$ cat src/rtl/word_serializer_pkg.sv
// ============================================================================
// Module : ctrino_ser_pkg
// Shared state encoding and sizing helper for the bit-serial blocks.
// Rev    : 1.0
// ============================================================================
`default_nettype none

package ctrino_ser_pkg;

  typedef enum logic {
    SER_IDLE  = 1'b0,
    SER_SHIFT = 1'b1
  } ser_state_t;

  // Bit-index counter width; a 1-bit word still gets a 1-bit counter.
  function automatic int ser_cnt_w(input int width);
    int w;
    w = $clog2(width);
    return (w < 1) ? 1 : w;
  endfunction

endpackage : ctrino_ser_pkg

`default_nettype wire

$ cat src/rtl/word_serializer_bit_counter.sv
// ============================================================================
// Module : bit_counter
// Bit position counter for a WIDTH-bit serial word, saturating at WIDTH-1.
// Rev    : 1.0
// ============================================================================
`default_nettype none

module bit_counter
  import ctrino_ser_pkg::*;
#(
  parameter int WIDTH = 8,
  localparam int CW   = ser_cnt_w(WIDTH)
) (
  input  logic          clk,
  input  logic          reset,
  input  logic          clear,
  input  logic          advance,
  output logic [CW-1:0] count,
  output logic          at_first,
  output logic          at_last
);

  localparam logic [CW-1:0] c_LAST = CW'(WIDTH - 1);

  logic [CW-1:0] r_count;
  logic          w_at_last;

  assign w_at_last = (r_count == c_LAST);

  // Clear wins over advance; the count never moves past the last bit.
  always_ff @(posedge clk or negedge reset) begin
    if (!reset) begin
      r_count <= '0;
    end else if (clear) begin
      r_count <= '0;
    end else if (advance && !w_at_last) begin
      r_count <= r_count + CW'(1);
    end
  end

  assign count    = r_count;
  assign at_first = (r_count == '0);
  assign at_last  = w_at_last;

endmodule : bit_counter

`default_nettype wire

$ cat src/rtl/word_serializer.sv
// ============================================================================
// Module : word_serializer
// Loads a parallel word over valid/ready and plays it out one bit per beat.
// Rev    : 1.0
// ============================================================================
`default_nettype none

module word_serializer
  import ctrino_ser_pkg::*;
#(
  parameter int WIDTH     = 8,
  parameter int LSB_FIRST = 1
) (
  input  logic             clk,
  input  logic             reset,
  input  logic             in_valid,
  output logic             in_ready,
  input  logic [WIDTH-1:0] in_data,
  output logic             out_valid,
  input  logic             out_ready,
  output logic             out_q,
  output logic             out_qbar,
  output logic             out_first,
  output logic             out_last,
  output logic             busy
);

  localparam int CW = ser_cnt_w(WIDTH);

  ser_state_t       r_state;
  ser_state_t       w_next_state;
  logic [WIDTH-1:0] r_shreg;
  logic [WIDTH-1:0] w_shifted;
  logic             w_bit;
  logic [CW-1:0]    w_count;
  logic             w_at_first;
  logic             w_at_last;
  logic             w_shift_st;
  logic             w_beat;
  logic             w_last_beat;
  logic             w_load;
  logic             w_in_ready;

  generate
    if (LSB_FIRST != 0) begin : g_lsb_first
      assign w_bit     = r_shreg[0];
      assign w_shifted = r_shreg >> 1;
    end else begin : g_msb_first
      assign w_bit     = r_shreg[WIDTH-1];
      assign w_shifted = r_shreg << 1;
    end
  endgenerate

  assign w_shift_st  = (r_state == SER_SHIFT);
  assign w_beat      = w_shift_st && out_ready;
  assign w_last_beat = w_beat && w_at_last;
  // out_ready reaches in_ready combinationally so a new word can follow the
  // last bit with no bubble; reset holds in_ready low without a clock.
  assign w_in_ready  = reset && (!w_shift_st || (w_at_last && out_ready));
  assign w_load      = in_valid && w_in_ready;

  bit_counter #(
    .WIDTH (WIDTH)
  ) u_bit_counter (
    .clk      (clk),
    .reset    (reset),
    .clear    (w_load || w_last_beat),
    .advance  (w_beat),
    .count    (w_count),
    .at_first (w_at_first),
    .at_last  (w_at_last)
  );

  always_ff @(posedge clk or negedge reset) begin
    if (!reset) begin
      r_state <= SER_IDLE;
    end else begin
      r_state <= w_next_state;
    end
  end

  always_ff @(posedge clk or negedge reset) begin
    if (!reset) begin
      r_shreg <= '0;
    end else if (w_load) begin
      r_shreg <= in_data;
    end else if (w_beat) begin
      r_shreg <= w_shifted;
    end
  end

  always_comb begin
    w_next_state = r_state;
    in_ready     = w_in_ready;
    out_valid    = 1'b0;
    out_first    = 1'b0;
    out_last     = 1'b0;
    busy         = 1'b0;
    case (r_state)
      SER_IDLE: begin
        if (w_load) begin
          w_next_state = SER_SHIFT;
        end
      end
      SER_SHIFT: begin
        out_valid = 1'b1;
        busy      = 1'b1;
        out_first = w_at_first;
        out_last  = w_at_last;
        if (w_last_beat && !in_valid) begin
          w_next_state = SER_IDLE;
        end
      end
      default: begin
        w_next_state = SER_IDLE;
      end
    endcase
  end

  // Shift register clears on reset, so out_q/out_qbar are 0/1 in reset too.
  assign out_q    = w_bit;
  assign out_qbar = ~w_bit;

  logic [CW-1:0] w_unused_count;
  assign w_unused_count = w_count;

endmodule : word_serializer

`default_nettype wire

$ cat config.mk
export PLATFORM = sky130hd
export DESIGN_NAME = word_serializer
export DESIGN_NICKNAME = d
export VERILOG_FILES = /design/src/rtl/word_serializer_pkg.sv /design/src/rtl/word_serializer_bit_counter.sv /design/src/rtl/word_serializer.sv
export SDC_FILE = /design/constraint.sdc
export NUM_CORES = 1
export LEC_CHECK = 0
export CORE_MARGIN = 2
export CORE_UTILIZATION = 48
export CTS_BUF_LIST = sky130_fd_sc_hd__clkbuf_4 sky130_fd_sc_hd__clkbuf_8
export CTS_CLUSTER_SIZE = 10
export DETAILED_ROUTE_END_ITERATION = 10
export GPL_ROUTABILITY_DRIVEN = 0
export PLACE_DENSITY = 0.81
export SLEW_MARGIN = 40
export SYNTH_ARGS = -nofsm -noshare
export SYNTH_HDL_FRONTEND = slang
export SYNTH_SLANG_ARGS = --single-unit
$ cat constraint.sdc
create_clock -name clk -period 2.15 [get_ports clk]
set_input_delay 0.43 -clock clk [delete_from_list [all_inputs] [get_ports clk]]
set_output_delay 0.43 -clock clk [all_outputs]
set_load 0.01 [all_outputs]
==> results.json, run 1 <==
{
  "grt_overflow": 0,
  "synth_compound_area_frac": 0.0646,
  "p_leak_nw": 0.457,
  "synth_mux_area_frac": 0.272,
  "cp-end-kind": "primary output",
  "vias_per_cell": 5.13,
  "cts_root_buf": "clkbuf_4",
  "vias": 472,
  "drv_cap": 0,
  "initial_core_util": 0.512,
  "yosysUniqueCellTypes": 19,
  "design.die.area_um2": 1680,
  "gr-usage-all-layers": 0.163,
  "synthCells": 56,
  "cp.required_ns": 1.72,
  "core_um2": 1280,
  "syn_area_per_cell_um2": 11.8,
  "switching_share": 0.299,
  "place_inst": 88,
  "synthSimpleGateAreaFrac": 0.0798,
  "yosys.area_share.xor_xnor": 0,
  "hold_viol_final": 0,
  "syn_area_um2": 658,
  "die-height_um": 41.0,
  "ant_nets": 0,
  "outcome": "finished clean",
  "synth_adder_area_share": 0.0570,
  "portBuffers": 18,
  "final-max-slew-violation-count": 0,
  "skew_ns": 0.00164,
  "route.detailed.drc": 0,
  "synth_fp_nets": 71,
  "fmax_mhz": 507,
  "insertion_delay_ns": 0.27,
  "nNetsFinal": 94,
  "crit_fanout": 5,
  "synth_top_family_by_area": "multiplexers",
  "cts_buffers": 3,
  "ys_ff_latch": 12,
  "power.internal_w": 0.000570,
  "seq_power_share": 0.423,
  "hp-class": "input port to async pin",
  "antenna_found_initial": 0,
  "cts_hold_buffers": 0,
  "clockPowerShare": 0.165,
  "grt_pass1_wl_mm": 1.75,
  "hpwlAfterDp_um": 806,
  "arrival_ns": 1.54,
  "finalSetupViolations": 0,
  "pin_count": 19,
  "rsz0062_at_grt": "false",
  "grt_pass1_vias": 421,
  "ir_drop_mv": 0.503,
  "wire_per_inst_um": 12.2,
  "drtIter0Drc": 6,
  "fin_cells": 92,
  "die_w_um": 41.0,
  "dpl_worst_slack_ns": -0.0338,
  "clockBufferDepth": 2,
  "layout-drive-gt1-share": 0.286,
  "startpoint_type": "register",
  "synthToLayoutAreaGrowth_pct": 35.9,
  "yosys_warnings": 0,
  "p_switching_w": 0.000243,
  "dr.pass1.iters": 3,
  "cts_max_level": 1,
  "worstMarginPinSlew_ns": 0.314,
  "clock_sinks": 12,
  "setup_ws_ns": 0.178,
  "seq_area_frac_synth": 0.456,
  "finalCritPeriodShare": 0.917,
  "cts_tree": "done",
  "cellPowerDensity_nw_per_um2": 909,
  "n_antenna_cell": 0,
  "slew_headroom": 0.790,
  "drt_wl_total_mm": 1.13,
  "clk_pin_slew_worst_paths_ns": 0.07,
  "combPwrFrac": 0.412,
  "grt_max_degree": 15,
  "worstSetupPathType": "register to primary output",
  "fin_crit_ns": 1.97,
  "whs_ns": 0.486,
  "rows": 13
}
[sequential cells by signal (all words and copies together) (netlist names)]
name / flops
r_shreg: 8
r_state: 1
u_bit_counter.count: 3
[timing repair]
item / CTS / global route
gates resized for setup: 2 / 3
setup endpoints to repair: 2 / 2
endpoints found under the hold margin: 0 / 0
buffers inserted: 1 / 0
[path summary, 6_finish.rpt]
| check | startpoint | to | slack [ns] | cells after the start |
|---|---|---|---|---|
| setup / recovery | u_bit_counter.count[0] | in_ready | 0.18 | 5 |
| hold / removal | reset | r_shreg[1] | 0.49 | 2 |
| setup reg to reg | u_bit_counter.count[1] | r_shreg[6] | 0.52 | 6 |
| hold reg to reg | r_shreg[7] | r_shreg[7] | 0.53 | 2 |
| max in group asynchronous | reset | r_shreg[5] | 1.50 | 2 |
| min in group clk | r_shreg[7] | r_shreg[7] | 0.53 | 2 |
[cells in the mapped netlist]
library cell	number	area, um^2
a21boi_0	1	7.51
a21oi_1	1	5.00
and2_1	1	6.26
and3b_1	1	8.76
buf_2	1	5.00
buf_4	1	7.51
buf_6	1	11.3
dfrtp_1	12	300
ha_1	3	37.5
inv_1	6	22.5
mux2_2	11	124
mux2_4	3	45.0
mux2i_1	1	10.0
nand2_1	7	26.3
nand2_2	1	6.26
nor3_1	1	5.00
o21ai_0	1	5.00
o21bai_1	1	7.51
o32ai_1	2	17.5
[per-stage QoR]
step / utilization / power (W) / TNS (ns) / area, um^2
6_report: 0.696 / 0.000813 / 0 / 895
5_1_grt: 0.696 / 0.000878 / 0 / 895
4_1_cts: 0.685 / 0.000814 / 0 / 880
3_5_place_dp: 0.660 / 0.000661 / -0.0338 / 848
3_3_place_gp: 0.660 / 0.000649 / -0.0202 / 848
2_1_floorplan: - / 0.000541 / 0 / 658
[worst max-delay path, cell delays in order, from the launching register on]
cell	delay (ns)
dfrtp_1	0.39
ha_1	0.23
ha_4	0.18
nand2_1	0.09
a21boi_0	0.09
dlygate4sd2_1	0.30
[layer usage]
layer,up-vias,global-route usage,share of wire,wire length (um)
met5,-,0,0,0
met3,0,0.0326,0.028,31
li1,233,-,-,-
met2,9,0.262,0.52,583
met1,230,0.198,0.45,511
met4,0,0.100,0,0
[kinds of logic (layout without fill, tap and decap cells)]
logic type	count (synthesis)	after routing
DFF	12	12
AOI/OAI and AO/OA	6	6
adders and majority gates	3	3
and+or+nand+nor	11	11
muxes	15	15
buffers and inverters	9	30
[area by class of cell]
cell class                 count  area [um^2]
multi-input combinational     35          324
tap                           15         18.8
inverter                       6         22.5
fill                         114          390
sequential                    12          300
clock buffer                   3         22.5
timing repair buffer          21          206
[power by group through the flow]
stage               logic, W  clock network [W]  registers [W]
floorplan           0.000202                  0       0.000339
global placement    0.000305                  0       0.000344
detailed placement  0.000313                  0       0.000348
CTS                 0.000332           0.000143       0.000339
global route        0.000372           0.000152       0.000354
finish              0.000335           0.000134       0.000343
[cells in the final DEF (no fill, tap or decap), types with 2 or more instances in the layout]
cell type        count
clkdlybuf4s50_1     15
dfrtp_1             12
mux2_2              11
nand2_1              7
inv_1                6
mux2_4               3
clkbuf_4             3
buf_4                3
o32ai_1              2
ha_1                 2
dlymetal6s2s_1       2
(Power assumes the default switching activity.)
==> run 2: changes to the inputs <==
--- a/config.mk
+++ b/config.mk
@@ -12,6 +12,7 @@
 export DETAILED_ROUTE_END_ITERATION = 10
 export GPL_ROUTABILITY_DRIVEN = 0
 export PLACE_DENSITY = 0.81
+export SKIP_LAST_GASP = 1
 export SLEW_MARGIN = 40
 export SYNTH_ARGS = -nofsm -noshare
 export SYNTH_HDL_FRONTEND = slang
==> constraint.sdc (replaced) <==
create_clock -name clk -period 2.1 [get_ports clk]
set_input_delay 0.42 -clock clk [delete_from_list [all_inputs] [get_ports clk]]
set_output_delay 0.42 -clock clk [all_outputs]
set_load 0.01 [all_outputs]
==> run 2 against run 1 <==
Via count decreased by 1.7%. Combinational power increased by 3%. Global-route usage increased by 1.7 points. Die area unchanged. Sequential share of layout area decreased by 0.33 points. First-iteration DRC count increased by 17%. Sequential power increased by 1%. Critical path type unchanged. Largest cell class unchanged. Largest power group unchanged.
==> results.json, run 2 (synthesized netlist as in run 1, its figures left out) <==
{
  "outcome": "finished clean",
  "final_cell_mix": "clkdlybuf4s50_1, dfrtp_1, mux2_2",
  "finalSetupViolations": 0,
  "drt_wl_total_mm": 1.18,
  "hp-class": "input port to async pin",
  "largest_register_ff_count": 8,
  "grt_pass1_vias": 432,
  "cp.required_ns": 1.68,
  "combPwrFrac": 0.392,
  "clockBufferDepth": 2,
  "setup_ws_ns": 0.154,
  "synthToLayoutAreaGrowth_pct": 37.3,
  "cp-end-kind": "primary output",
  "finalCritPeriodShare": 0.927,
  "p_switching_w": 0.000256,
  "power_w": 0.000883,
  "route.detailed.drc": 0,
  "die_w_um": 41.0,
  "post-route-util": 0.703,
  "core_um2": 1280,
  "slew_headroom": 0.796,
  "largest-register": "r_shreg",
  "startpoint_type": "register",
  "multi_input_area_um2": 314,
  "worstSetupPathType": "register to primary output",
  "fin_crit_ns": 1.95,
  "cts_buffers": 3,
  "wire_per_inst_um": 12.5,
  "crit_fanout": 5,
  "clockPowerShare": 0.214,
  "insertion_delay_ns": 0.28,
  "dr.pass1.iters": 2,
  "ff2ff_path_depth": 6,
  "fmax_mhz": 514,
  "ant_nets": 0,
  "cts_max_level": 1,
  "drv_cap": 0,
  "place_inst": 88,
  "antenna_found_initial": 0,
  "r2r_slack_ns": 0.40,
  "clk_pin_slew_worst_paths_ns": 0.08,
  "power.internal_w": 0.000627,
  "fillers": 106,
  "final-max-slew-violation-count": 0,
  "die-height_um": 41.0,
  "ir_drop_mv": 0.505,
  "cts_tree": "done",
  "pin_count": 19,
  "hpwlAfterDp_um": 836,
  "cts_root_buf": "clkbuf_4",
  "vias": 464,
  "seqCellArea_um2": 300,
  "rows": 13,
  "final_common_cell": "clkdlybuf4s50_1",
  "cts_hold_buffers": 0,
  "layout-drive-gt1-share": 0.304,
  "seq_power_share": 0.394,
  "drtIter0Drc": 7,
  "fin_cells": 94,
  "initial_core_util": 0.512,
  "n_antenna_cell": 0,
  "hold_viol_final": 0,
  "portBuffers": 18,
  "gr-usage-all-layers": 0.180,
  "dpl_worst_slack_ns": -0.0654,
  "worst_r2r_endpoint": "r_shreg[1]",
  "p_leak_nw": 0.452,
  "grt_max_degree": 15,
  "arrival_ns": 1.53,
  "nNetsFinal": 95,
  "design.die.area_um2": 1680,
  "cellPowerDensity_nw_per_um2": 977,
  "switching_share": 0.290,
  "grt_pass1_wl_mm": 1.85,
  "worstMarginPinSlew_ns": 0.305,
  "clock_sinks": 12,
  "vias_per_cell": 4.94,
  "grt_overflow": 0,
  "skew_ns": 0.00672,
  "reg2reg_from": "u_bit_counter.count[1]"
}
## run 2: changes by cell type in the layout (fill, tap and decap cells not counted), sizes merged
cell,change
buf,+1
clkbuf,+1
clkdlybuf4s15,+1
dlymetal6s2s,-1
## run 2: worst max path at each step
| stage | start | slack (ns) | to |
|---|---|---|---|
| after floorplan | u_bit_counter.count[0] | 0.45 | r_shreg[1] |
| after global placement | out_ready | -0.05 | in_ready |
| after detailed placement | out_ready | -0.07 | in_ready |
| after CTS | u_bit_counter.count[0] | 0.01 | out_first |
| after global routing | u_bit_counter.count[1] | -0.003 | in_ready |
| final | u_bit_counter.count[1] | 0.15 | in_ready |
## run 2: layout make-up
cell class / count / area share
well taps: 15 / 0.0208
repair buffers: 22 / 0.234
multi-input cells: 35 / 0.348
clock buffers: 4 / 0.0402
inverters: 6 / 0.0249
flip-flops and latches: 12 / 0.332
## run 2: through the flow
step / hold slack, ns / area (um^2) / TNS, ns
2_1_floorplan: 0.124 / 658 / 0
3_3_place_gp: 0.514 / 848 / -0.0509
3_5_place_dp: 0.547 / 848 / -0.0654
4_1_cts: 0.459 / 892 / 0
5_1_grt: 0.468 / 903 / -0.00290
6_report: 0.461 / 903 / 0
## run 2: metal layers
| metal | share of wire | wire length, um | vias up | track usage |
|---|---|---|---|---|
| met4 | 0.012 | 14 | 0 | 0.125 |
| met2 | 0.54 | 636 | 11 | 0.309 |
| met3 | 0.031 | 36 | 2 | 0.0489 |
| met1 | 0.42 | 492 | 214 | 0.187 |
| li1 | - | - | 237 | - |
| met5 | 0 | 0 | - | 0 |
## run 2: what timing repair did
action / in CTS / in global routing
setup endpoints to repair: 2 / 2
gates resized for setup: 3 / 3
buffers inserted: 1 / 1
cloned: 0 / 0
## run 2: power by group through the flow
stage	Clock, W	Sequential (W)	Combinational (W)
2_1_floorplan	0	0.000347	0.000207
3_3_place_gp	0	0.000352	0.000312
3_5_place_dp	0	0.000357	0.000322
4_1_cts	0.000196	0.000349	0.000339
5_1_grt	0.000206	0.000360	0.000383
6_report	0.000189	0.000348	0.000346
## run 2: critical path: stages, from the launching register on
cell             delay (ns)
dfrtp_1                0.38
ha_1                   0.16
ha_2                   0.21
nand2_1                0.10
a21boi_1               0.15
clkdlybuf4s15_1        0.25
==> run 3: changes to the inputs <==
--- a/config.mk
+++ b/config.mk
@@ -12,6 +12,7 @@
 export DETAILED_ROUTE_END_ITERATION = 10
 export GPL_ROUTABILITY_DRIVEN = 0
 export PLACE_DENSITY = 0.81
+export SETUP_SLACK_MARGIN = 0.02
 export SKIP_LAST_GASP = 1
 export SLEW_MARGIN = 40
 export SYNTH_ARGS = -nofsm -noshare
==> run 3 against run 2 <==
Register-to-register slack is essentially flat. Final cell count unchanged. Sequential power about the same. Global-route usage did not move. Via count is 0.22% higher. Total power decreased by 0.14%. Clock power hardly changed. Critical path depth down 1. Combinational power barely moved. Die area is the same. Non-clock buffer count is the same. Critical endpoint is now out_last. Largest cell class unchanged. Highest routed layer unchanged.
==> results.json, run 3 (synthesized netlist as in run 1, its figures left out) <==
{
  "worstSetupPathType": "register to primary output",
  "fin_crit_ns": 1.92,
  "seqCellArea_um2": 300,
  "nNetsFinal": 95,
  "cellPowerDensity_nw_per_um2": 981,
  "grt_pass1_wl_mm": 1.85,
  "grt_pass1_vias": 432,
  "hold_viol_final": 0,
  "whs_ns": 0.462,
  "route.detailed.drc": 0,
  "largest-register": "r_shreg",
  "cts_tree": "done",
  "worstMarginPinSlew_ns": 0.304,
  "die_w_um": 41.0,
  "route.met2.wl_um": 638,
  "drv_cap": 0,
  "dr_wl_met3_um": 36,
  "insertion_delay_ns": 0.28,
  "arrival_ns": 1.50,
  "rows": 13,
  "synthToLayoutAreaGrowth_pct": 36.5,
  "dr.pass1.iters": 2,
  "vias": 465,
  "drtIter0Drc": 6,
  "grt_overflow": 0,
  "core_um2": 1280,
  "drt_wl_total_mm": 1.18,
  "final_common_cell": "clkdlybuf4s50_1",
  "die-height_um": 41.0,
  "wire_per_inst_um": 12.6,
  "p_leak_nw": 0.452,
  "clockBufferDepth": 2,
  "fmax_mhz": 521,
  "wl_met1_um": 491,
  "grt_max_degree": 15,
  "ir_drop_mv": 0.505,
  "cp.required_ns": 1.68,
  "cts_root_buf": "clkbuf_4",
  "antenna_found_initial": 0,
  "cts_buffers": 3,
  "initial_core_util": 0.512,
  "slew_headroom": 0.796,
  "clk_pin_slew_worst_paths_ns": 0.08,
  "hpwlAfterDp_um": 836,
  "largest_register_ff_count": 8,
  "highest_layer": "met4",
  "finalCritPeriodShare": 0.914,
  "vias_per_cell": 4.95,
  "post-route-util": 0.699,
  "hp-class": "input port to async pin",
  "fillers": 107,
  "cts_max_level": 1,
  "ant_nets": 0,
  "outcome": "finished clean",
  "dpl_cell_area_um2": 848,
  "skew_ns": 0.00641,
  "finalInstanceArea_um2": 898,
  "clock_sinks": 12,
  "cp-end-kind": "primary output",
  "design.die.area_um2": 1680,
  "pin_count": 19,
  "crit_fanout": 5,
  "rsz0062_at_grt": "false",
  "n_antenna_cell": 0,
  "startpoint_type": "register",
  "cts_hold_buffers": 0,
  "layout-drive-gt1-share": 0.316,
  "final_cell_mix": "clkdlybuf4s50_1, dfrtp_1, mux2_2",
  "portBuffers": 18,
  "multi_input_area_um2": 314,
  "final-max-slew-violation-count": 0,
  "power_w": 0.000882,
  "gr-usage-all-layers": 0.180,
  "finalSetupViolations": 0
}
==> run 3: changes by cell type in the layout (fill, tap and decap cells not counted) <==
cell	previous run	this run
clkdlybuf4s15_1	1	0
clkbuf_2	0	1
==> run 3: what timing repair did <==
item                                    4_1_cts  5_1_grt
endpoints found under the setup margin        2        2
resized for setup                             3        4
setup buffers                                 1        1
==> run 3: layout make-up <==
type | count | area share
sequential | 12 | 0.334
inverter | 6 | 0.0251
timing repair buffer | 22 | 0.230
multi-input combinational | 35 | 0.350
tap | 15 | 0.0209
clock buffer | 4 | 0.0404
==> run 3: critical path, stage by stage, from the launching register on <==
cell and delay (ns):
dfrtp_1 0.41, ha_1 0.19, ha_2 0.20, and2_1 0.15, dlygate4sd2_1 0.27
==> run 3: layer usage <==
layer | vias up | global-route usage
li1 | 237 | -
met1 | 215 | 0.187
met2 | 11 | 0.309
met3 | 2 | 0.0489
met4 | 0 | 0.125
met5 | - | 0
==> run 3: stage by stage <==
| stage | std cells | setup TNS (ns) | worst slack, ns |
|---|---|---|---|
| final | 94 | 0 | 0.181 |
| after global routing | 94 | 0 | 0.0947 |
| after CTS | 93 | 0 | 0.0130 |
| after detailed placement | 88 | -0.0654 | -0.0654 |
| after global placement | 88 | -0.0509 | -0.0509 |
| after floorplan | 56 | 0 | 0.448 |
==> run 3: path summary, 6_finish.rpt <==
check,startpoint,endpoint,slack (ns),cells after the start
min in group clk,r_shreg[7],r_shreg[7],0.55,2
max,u_bit_counter.count[1],out_last,0.18,4
max reg2reg,u_bit_counter.count[1],r_shreg[1],0.40,6
min reg2reg,r_shreg[7],r_shreg[7],0.55,2
max in group asynchronous,reset,r_shreg[3],1.47,2
min,reset,r_shreg[6],0.46,2
==> run 3: power by group <==
part           switching [W]  internal, W  total [W]  leakage [nW]
clock              0.0000826     0.000106   0.000188        0.0210
sequential         0.0000464     0.000302   0.000348         0.156
combinational       0.000127     0.000218   0.000345         0.275
